## src/rtl/dsadc_pkg.sv

```systemverilog
// Shared sizing helpers for the first-order delta-sigma ADC front end:
// accumulator width, decimation ratio, output scaling shift and settle count.
package dsadc_pkg;

  // Two decim events must prime the comb delays before a sample is meaningful.
  localparam int SETTLE_COUNT = 2;

  function automatic int acc_width(input int decim_log2);
    return 2 * decim_log2 + 1;
  endfunction

  function automatic int decim_ratio(input int decim_log2);
    return 1 << decim_log2;
  endfunction

  function automatic int scale_shift(input int msbi, input int decim_log2);
    return 2 * decim_log2 - msbi - 1;
  endfunction

endpackage

```

## src/rtl/dsadc1i_cic2_comb.sv

```systemverilog
// Two-stage comb section of the order-2 CIC decimator; stages and their
// delay registers advance only on decim events.
module cic2_comb #(
  parameter int W = 17
) (
  input  logic         i_clk,
  input  logic         i_rst,
  input  logic         i_en,
  input  logic [W-1:0] i_x,
  output logic [W-1:0] o_c2
);
  logic [W-1:0] r_xd;
  logic [W-1:0] r_c1d;
  logic [W-1:0] w_c1;

  assign w_c1 = i_x - r_xd;
  assign o_c2 = w_c1 - r_c1d;

  always_ff @(posedge i_clk) begin
    if (i_rst) begin
      r_xd  <= '0;
      r_c1d <= '0;
    end else if (i_en) begin
      r_xd  <= i_x;
      r_c1d <= w_c1;
    end
  end
endmodule

```

## src/rtl/dsadc1i.sv

```systemverilog
// First-order delta-sigma ADC: comparator synchroniser, 1-bit feedback,
// order-2 CIC decimation to excess-2**MSBI PCM samples.
module dsadc1i
  import dsadc_pkg::*;
#(
  parameter int MSBI       = 15,
  parameter int DECIM_LOG2 = 8
) (
  input  logic          CLK,
  input  logic          RESET,
  input  logic          CMP_IN,
  output logic          FB,
  output logic [MSBI:0] ADCout,
  output logic          ADCvalid
);
  localparam int W  = acc_width(DECIM_LOG2);
  localparam int SH = scale_shift(MSBI, DECIM_LOG2);

  if (2 * DECIM_LOG2 < MSBI + 1) begin : g_bad_params
    $error("dsadc1i: 2*DECIM_LOG2 must be at least MSBI+1");
  end

  logic                  r_s1;
  logic                  r_s2;
  logic [W-1:0]          r_i1;
  logic [W-1:0]          r_i2;
  logic [DECIM_LOG2-1:0] r_cnt;
  logic [1:0]            r_settle;
  logic [MSBI:0]         r_out;
  logic                  r_valid;
  logic                  w_decim;
  logic [W-1:0]          w_c2;
  logic [MSBI:0]         w_scaled;

  assign w_decim  = (r_cnt == '1);
  assign FB       = r_s2;
  assign ADCout   = r_out;
  assign ADCvalid = r_valid;

  cic2_comb #(.W(W)) u_comb (
    .i_clk (CLK),
    .i_rst (RESET),
    .i_en  (w_decim),
    .i_x   (r_i2),
    .o_c2  (w_c2)
  );

  // c2 only reaches bit W-1 at full scale (R*R), which would wrap to 0.
  always_comb begin
    w_scaled = w_c2[SH +: MSBI+1];
    if (w_c2[W-1]) w_scaled = '1;
  end

  always_ff @(posedge CLK) begin
    if (RESET) begin
      r_s1     <= 1'b0;
      r_s2     <= 1'b0;
      r_i1     <= '0;
      r_i2     <= '0;
      r_cnt    <= '0;
      r_settle <= '0;
      r_out    <= '0;
      r_valid  <= 1'b0;
    end else begin
      r_s1    <= CMP_IN;
      r_s2    <= r_s1;
      r_i1    <= r_i1 + W'(r_s2);
      r_i2    <= r_i2 + r_i1;
      r_cnt   <= r_cnt + DECIM_LOG2'(1);
      r_valid <= 1'b0;
      if (w_decim) begin
        if (r_settle != 2'(SETTLE_COUNT)) begin
          r_settle <= r_settle + 2'd1;
        end else begin
          r_valid <= 1'b1;
          r_out   <= w_scaled;
        end
      end
    end
  end
endmodule
```

## config.mk

```make
export PLATFORM = sky130hd
export DESIGN_NAME = dsadc1i
export DESIGN_NICKNAME = d
export VERILOG_FILES = /design/src/rtl/dsadc_pkg.sv /design/src/rtl/dsadc1i_cic2_comb.sv /design/src/rtl/dsadc1i.sv
export SDC_FILE = /design/constraint.sdc
export NUM_CORES = 1
export LEC_CHECK = 0
export ABC_AREA = 1
export CAP_MARGIN = 15
export CORE_MARGIN = 2
export CORE_UTILIZATION = 49
export CTS_BUF_LIST = sky130_fd_sc_hd__clkbuf_2
export CTS_CLUSTER_SIZE = 25
export DETAILED_ROUTE_END_ITERATION = 6
export PLACE_DENSITY = 0.65
export SLEW_MARGIN = 25
export SYNTH_ARGS = -nofsm -noshare
export SYNTH_HDL_FRONTEND = slang
export SYNTH_HIERARCHICAL = 1
export SYNTH_SLANG_ARGS = --single-unit
```

## constraint.sdc

```tcl
create_clock -name CLK -period 3.4 [get_ports CLK]
set_input_delay 0.34 -clock CLK [delete_from_list [all_inputs] [get_ports CLK]]
set_output_delay 0.34 -clock CLK [all_outputs]
set_load 0.005 [all_outputs]
```

==> results of run 1 <==
==> placed cells by master (no fill, tap or decap), types with 3 or more instances in the layout <==
cell,n
nor2_1,72
nand4_1,4
o21bai_1,17
xor2_1,14
dfxtp_1,95
inv_2,3
clkbuf_2,10
inv_1,158
xnor2_1,5
buf_4,8
nor3_1,13
o21ai_0,46
o21ai_1,8
nand3b_1,5
clkinv_4,3
a21oi_1,97
nor4_1,3
clkdlybuf4s50_1,19
a21o_1,3
a21oi_2,9
nand2_2,13
a211oi_1,3
o21ai_2,4
nand2_1,221
nand3_2,4
ha_1,48
nand3_1,41
==> layout make-up <==
type | count | area, sq um | share of cell area
Inverter | 161 | 604 | 0.0880
Multi-Input combinational cell | 659 | 3730 | 0.543
Tap cell | 172 | 215 | 0.0313
Clock inverter | 6 | 45.0 | 0.00656
Antenna cell | 1 | 2.50 | 0.000364
Timing Repair Buffer | 30 | 278 | 0.0404
Clock buffer | 10 | 50.0 | 0.00729
Sequential cell | 97 | 1940 | 0.283
==> flip-flops by register name, summed over array words and instances, names as in the netlist <==
name          flops
r_i1             17
r_s1              1
ADCout           16
u_comb/r_xd      17
r_i2             17
r_cnt             8
r_settle          2
FB                1
u_comb/r_c1d     17
ADCvalid          1
==> report_power, final <==
group / internal, uW / switching, uW / leakage [uW]
clock network: 100 / 417 / 0.0000558
logic: 67.6 / 117 / 0.00262
registers: 1150 / 3.98 / 0.000783
total: 1320 / 539 / 0.00346
==> stage by stage <==
| step | instances | setup slack, ns | util | instance area [sq um] | hold WS (ns) |
|---|---|---|---|---|---|
| CTS | 1132 | 0.00875 | 0.535 | 6730 | 0.157 |
| detailed placement | 1116 | 0.0595 | 0.528 | 6640 | 0.402 |
| global placement | 1116 | 0.151 | 0.528 | 6640 | 0.402 |
| floorplan | 938 | 0.171 | - | 6260 | 0.388 |
| global route | 1136 | 0.00452 | 0.546 | 6870 | 0.180 |
| finish | 1136 | 0.234 | 0.546 | 6870 | 0.215 |
==> layer usage <==
metal  share of wire  up-vias  track usage
li1                -     3042            -
met1            0.53     2458        0.289
met2            0.43       69        0.323
met3           0.027       13       0.0252
met4           0.014        0       0.0753
met5               0        -            0
==> cell families after synthesis <==
logic type               share of synthesized area
AND/OR/NAND/NOR                              0.269
AO/OA/AOI/OAI                                0.168
buffers and inverters                        0.112
flip-flops                                   0.310
adder cells (fa/ha/maj)                      0.113
XOR/XNOR                                    0.0280
==> worst min-delay path: cells and delay by family <==
family,cells,cell delay (ns)
buf+inv,2,0.45
simple gates,1,0.03
==> final timing paths <==
kind                     end  slack (ns)    start
setup / recovery  ADCout[15]        0.23  r_i2[0]
hold / removal          r_s1        0.22   CMP_IN
hold reg to reg           FB        0.41     r_s1
setup reg to reg  ADCout[15]        0.23  r_i2[0]
==> what timing repair did <==
| action | in CTS | in global routing |
|---|---|---|
| setup buffers | 0 | 2 |
| gates resized for setup | 0 | 29 |
| hold endpoints to repair | 0 | 0 |
| endpoints found under the setup margin | 0 | 16 |
==> key figures, run 1 <==
Status
  – Outcome: complete, no violations

Die
  – Area of the core: between 10000 and 15000 sq um
  – Initial core utilization: 0.498
  – Die Y-Extent: between 100 and 150 microns
  – Die area: approximately 14000 sq um
  – Ports placed on the boundary: 21
  – Die X: 117 microns
  – Cell row count: 41

Global route
  – First-pass GRT wire length: 22.2 mm
  – Vias in the first global route: ~5000
  – Remaining global-route overflow: 0
  – Antenna violations before repair: 1
  – Largest net degree at the start of global routing: 56
  – Tot GR Track Use: 0.205

Detailed routing
  – WL per Instance: 11.9 microns
  – Initial DRC Count: 267
  – Routed Antenna Nets: 0
  – Drt total wl: 13.5 mm
  – Vias: 5582
  – Drt pass-1 iters: 5
  – DR DRC count: 0
  – DR vias/cell: around 4.9

Critical path
  – CP required: 3.92 ns
  – Critical path peak fanout: 5
  – Crit-path cells: inv_1 > ha_2 > fa_2 > inv_1 > nand2_1 > nand2_1 > nand3_1 > nand2_2 > buf_4 > xor2_1 > ha_1 > a21oi_2 > o21a_1 > nor2_1 > nor2_1 > nand2_1 > nand2_1 > nand2_1 > o21bai_1 > a21oi_1
  – CP max stage cell: fa_2
  – Critical path's top delay family: adder cells
  – Reg2Reg Depth: 20
  – Startpoint types: flip-flop
  – Most used cell, CP: nand2_1
  – WS Path Type: flip-flop to flip-flop
  – Arr. time, crit path: 3.68 ns
  – Max stage delay on crit path: 0.41 ns
  – Worst Path Buf+Inv: 3
  – Crit path depth: 20
  – Critical path capture point type: flip-flop

Clocking
  – CTS tree: yes
  – Root buffer cell: clkbuf_2
  – CTS hold repair buffers: 0
  – Clock latency on the worst-skew pair: ~0.60 ns
  – CTS H-tree depth: 3
  – Clock buffer count from CTS: 9
  – Clock sink total: 97
  – CTS clk-pin slew, worst paths: 0.28 ns
  – CTS max path bufs: 2

Timing
  – Crit share post-route: 0.931
  – Slew margin rel.: 0.332
  – RSZ-0062 raised after global routing: no
  – Final hold viol count: 0
  – Final Setup Violations: 0
  – Slew at the pin closest to its max-slew limit: 1.00 ns
  – Final min period: 3.17 ns
  – Slew Viols, Final: 0
  – Skew final: 0.0358 ns
  – Setup TNS: 0 ns
  – Maximum clock rate: 316 MHz

Synthesis
  – Sequential fraction of the synthesis area: 0.310
  – Post-synth EDFFs: 0
  – Synth Flop Type: dfxtp_1
  – Synthesis-stage register bit count: 97
  – Top cell type by total area after synthesis: dfxtp_1
  – Syn Area/Cell: 6.68 sq um
  – Synth warn: 6
  – Top-count cell post-synth: nand2_1
  – Top cells by area, synth: dfxtp_1, nand2_1, ha_1
  – Leading cell types by count after synthesis: nand2_1, inv_1, a21oi_1, dfxtp_1, nor2_1
  – Count of different cell masters after synthesis: 40
  – Asr flop ratio synth: 0
  – Synthesized Nets: 996
  – Gate Count Post-Synth: 938
  – Post-synth top area share: 0.310
  – Cell Area, Synth: 6260 sq um

Placement
  – Hpwl dp: 10.1 mm
  – GP Congestion: 0.940
  – # port buffers: 20

Power
  – Max VDD drop: between 0.15 and 0.2 mV
  – PD cells: 270 nW/um^2
  – Pleak: 0.00346 uW
  – Overall power: 1850 uW

Cells and area
  – Fillers: 1271
  – Fin nets: 1016
  – Layout overhead on the synthesized area: 9.67%
  – Layout cell share with drive strength beyond 1: 0.0831

Flow run
  – Max-cap violations: 0

Worst hold path
  – Cells on Worst Hold Path: 3
  – Class of the worst hold path: input pin to flip-flop
Note: power is estimated with default switching activity, not from simulation.
==> run 2, diff against run 1 <==
--- a/config.mk
+++ b/config.mk
@@ -13,6 +13,7 @@
 export CTS_CLUSTER_SIZE = 25
 export DETAILED_ROUTE_END_ITERATION = 6
 export PLACE_DENSITY = 0.65
+export SKIP_LAST_GASP = 1
 export SLEW_MARGIN = 25
 export SYNTH_ARGS = -nofsm -noshare
 export SYNTH_HDL_FRONTEND = slang
==> results of run 2 <==
No change in the layout: final DEF, timing and power equal those of run 1.
==> run 3, diff against run 2 <==
--- a/config.mk
+++ b/config.mk
@@ -9,7 +9,6 @@
 export CAP_MARGIN = 15
 export CORE_MARGIN = 2
 export CORE_UTILIZATION = 49
-export CTS_BUF_LIST = sky130_fd_sc_hd__clkbuf_2
 export CTS_CLUSTER_SIZE = 25
 export DETAILED_ROUTE_END_ITERATION = 6
 export PLACE_DENSITY = 0.65
==> run 3 against run 2 <==
  * Wire length is 0.95% higher
  * Register-to-register slack hardly changed
  * Final cell count is 0.18% lower
  * Power is 25% higher
  * Maximum frequency hardly changed
  * Non-clock buffer count is 1 lower
  * Flip-flop and latch count stayed put
  * Largest power group unchanged
  * Highest routed layer unchanged
==> key figures, run 3 (synthesis gave the netlist of run 1 again) <==
Critical path
  – Critical path peak fanout: 5 (unchanged)
  – CP required: 3.62 ns (was 3.92 ns)
  – Critical path startpoint: r_i2[0] (unchanged)
  – WS Path Type: flip-flop to flip-flop (unchanged)
  – Startpoint types: flip-flop (unchanged)
  – Arr. time, crit path: 3.38 ns (was 3.68 ns)
  – Critical path capture point type: flip-flop (unchanged)
  – Worst r2r src: r_i2[0] (unchanged)

Placement
  – # port buffers: 20 (unchanged)
  – Hpwl dp: 10.1 mm (unchanged)
  – Placed cells: 1116 (unchanged)
  – GP Congestion: 0.940 (unchanged)

Timing
  – Slew margin rel.: 0.348 (was 0.332)
  – Setup TNS: 0 ns (unchanged)
  – Hold_ws: 0.406 ns (was 0.215 ns)
  – Final hold viol count: 0 (unchanged)
  – Slew Viols, Final: 0 (unchanged)
  – Maximum clock rate: 316 MHz (about the same)
  – Crit share post-route: 0.932 (was 0.931)
  – Final Setup Violations: 0 (unchanged)
  – Slew at the pin closest to its max-slew limit: 0.978 ns (was 1.00 ns)
  – Final min period: 3.17 ns (about the same)
  – Skew final: 0.00630 ns (was 0.0358 ns)

Cells and area
  – Fin nets: 1015 (was 1016)
  – Commonest non-fill, non-tap cells in the layout: nand2_1, inv_1, dfxtp_1, a21oi_1, nor2_1 (was nand2_1, inv_1, a21oi_1)
  – Commonest non-fill, non-tap cell in the layout: nand2_1 (unchanged)
  – Layout overhead on the synthesized area: 12.4% (was 9.67%)
  – Finished Layout Cells: 1134 (was 1136)
  – Layout cell share with drive strength beyond 1: 0.0790 (was 0.0831)
  – Fillers: 1249 (was 1271)
  – Diodes inserted: 0 (was 1)

Clocking
  – Root buffer cell: clkbuf_16 (was clkbuf_2)
  – Clock buffer count from CTS: 9 (unchanged)
  – CTS clk-pin slew, worst paths: 0.07 ns (was 0.28 ns)
  – CTS hold repair buffers: 0 (unchanged)
  – Clock sink total: 97 (unchanged)
  – Clock latency on the worst-skew pair: 0.35 ns (was 0.60 ns)
  – CTS max path bufs: 2 (unchanged)
  – CTS tree: yes (unchanged)
  – CTS H-tree depth: 3 (unchanged)

Die
  – Die X: 117 microns (unchanged)
  – Initial core utilization: 0.498 (unchanged)
  – Die Y-Extent: 117 microns (unchanged)
  – Area of the core: 12600 sq um (unchanged)
  – Cell row count: 41 (unchanged)
  – Ports placed on the boundary: 21 (unchanged)
  – Die area: 13700 sq um (unchanged)

Global route
  – Largest net degree at the start of global routing: 56 (unchanged)
  – Vias in the first global route: 4951 (was 4902)
  – Antenna violations before repair: 0 (was 1)
  – Tot GR Track Use: 0.209 (was 0.205)
  – Remaining global-route overflow: 0 (unchanged)
  – Met2 Use GR: 0.327 (was 0.323)
  – Met3 GRT Util: 0.0273 (was 0.0252)
  – First-pass GRT wire length: 22.6 mm (was 22.2 mm)
  – Gr busiest metal: met2 (unchanged)
  – Met1 global-route usage: 0.290 (was 0.289)

Power
  – Total net switching power: 583 uW (was 539 uW)
  – PD cells: 329 nW/um^2 (was 270 nW/um^2)
  – Logic pwr share: 0.080 (was 0.100)
  – Clk pwr share: 0.424 (was 0.279)
  – Max VDD drop: 0.246 mV (was 0.181 mV)
  – Int Power: 1730 uW (was 1320 uW)
  – Part of the power in registers: 0.496 (was 0.621)
  – Switching share of total power: 0.252 (was 0.290)
  – Pleak: 0.00352 uW (was 0.00346 uW)

Detailed routing
  – Routed Antenna Nets: 0 (unchanged)
  – Initial DRC Count: 288 (was 267)
  – Vias: 5565 (was 5582)
  – Drt total wl: 13.6 mm (was 13.5 mm)
  – WL per Instance: 12.0 microns (was 11.9 microns)
  – Drt pass-1 iters: 5 (unchanged)
  – DR DRC count: 0 (unchanged)
  – DR vias/cell: 4.91 (about the same)

Worst hold path
  – Class of the worst hold path: flip-flop to flip-flop (was input pin to flip-flop)
  – Hold wc startpoint: r_s1 (was CMP_IN)

Status
  – Outcome: complete, no violations (unchanged)

Flow run
  – Max-cap violations: 0 (unchanged)
[run 3: cell types whose count changed in the layout (fill, tap and decap cells not counted), sizes merged]
cell    previous run  this run
diode              1         0
buf               11        10
clkbuf            10        11
clkinv             4         3
[run 3: metrics by stage]
| stage | utilization | instance area (sq um) | worst slack, ns | total power, uW |
|---|---|---|---|---|
| 3_3_place_gp | 0.528 | 6640 | 0.151 | 1330 |
| 2_1_floorplan | - | 6260 | 0.171 | 1290 |
| 6_report | 0.560 | 7040 | 0.232 | 2310 |
| 5_1_grt | 0.560 | 7040 | -0.0123 | 2410 |
| 3_5_place_dp | 0.528 | 6640 | 0.0595 | 1330 |
| 4_1_cts | 0.551 | 6920 | 0.0403 | 2320 |
[run 3: final cells by class]
type                            count  area [sq um]  share of cell area
Clock buffer                       11           243              0.0345
Clock inverter                      5          41.3             0.00587
Inverter                          161           604              0.0859
Multi-Input combinational cell    659          3720               0.529
Sequential cell                    97          1940               0.276
Tap cell                          172           215              0.0306
Timing Repair Buffer               29           270              0.0384
[run 3: power by group through the flow]
| stage | clock network (uW) | registers, uW | logic [uW] |
|---|---|---|---|
| 3_5_place_dp | 0 | 1170 | 162 |
| 4_1_cts | 1020 | 1150 | 163 |
| 6_report | 981 | 1150 | 185 |
| 3_3_place_gp | 0 | 1170 | 162 |
| 2_1_floorplan | 0 | 1170 | 122 |
| 5_1_grt | 1050 | 1150 | 206 |
[run 3: routing by layer]
layer / share of wire / vias to the layer above
li1: - / 3041
met1: 0.53 / 2450
met2: 0.43 / 59
met3: 0.022 / 15
met4: 0.019 / 0
met5: 0 / -
[run 3: timing repair]
item / in CTS / in global routing
endpoints found under the setup margin: 0 / 16
setup buffers: 0 / 1
gates resized for setup: 0 / 27
[run 3: worst paths after layout]
path | to | slack, ns | depth (start not counted)
max | ADCout[15] | 0.23 | 20
min | FB | 0.41 | 2
max reg2reg | ADCout[15] | 0.23 | 20
min reg2reg | FB | 0.41 | 2
[run 3: worst max-delay path, cell delays in order (launching register included)]
cell and delay (ns):
dfxtp_2 0.33, inv_1 0.05, ha_2 0.20, fa_2 0.41, inv_1 0.06, nand2_1 0.04, nand2_1 0.08, nand3_1 0.10
nand2_2 0.09, buf_4 0.12, xor2_1 0.20, ha_1 0.34, a21oi_2 0.19, o21a_1 0.18, nor2_1 0.05, nor2_1 0.13
nand2_1 0.07, nand2_1 0.06, nand2_1 0.10, o21bai_1 0.15, a21oi_1 0.07
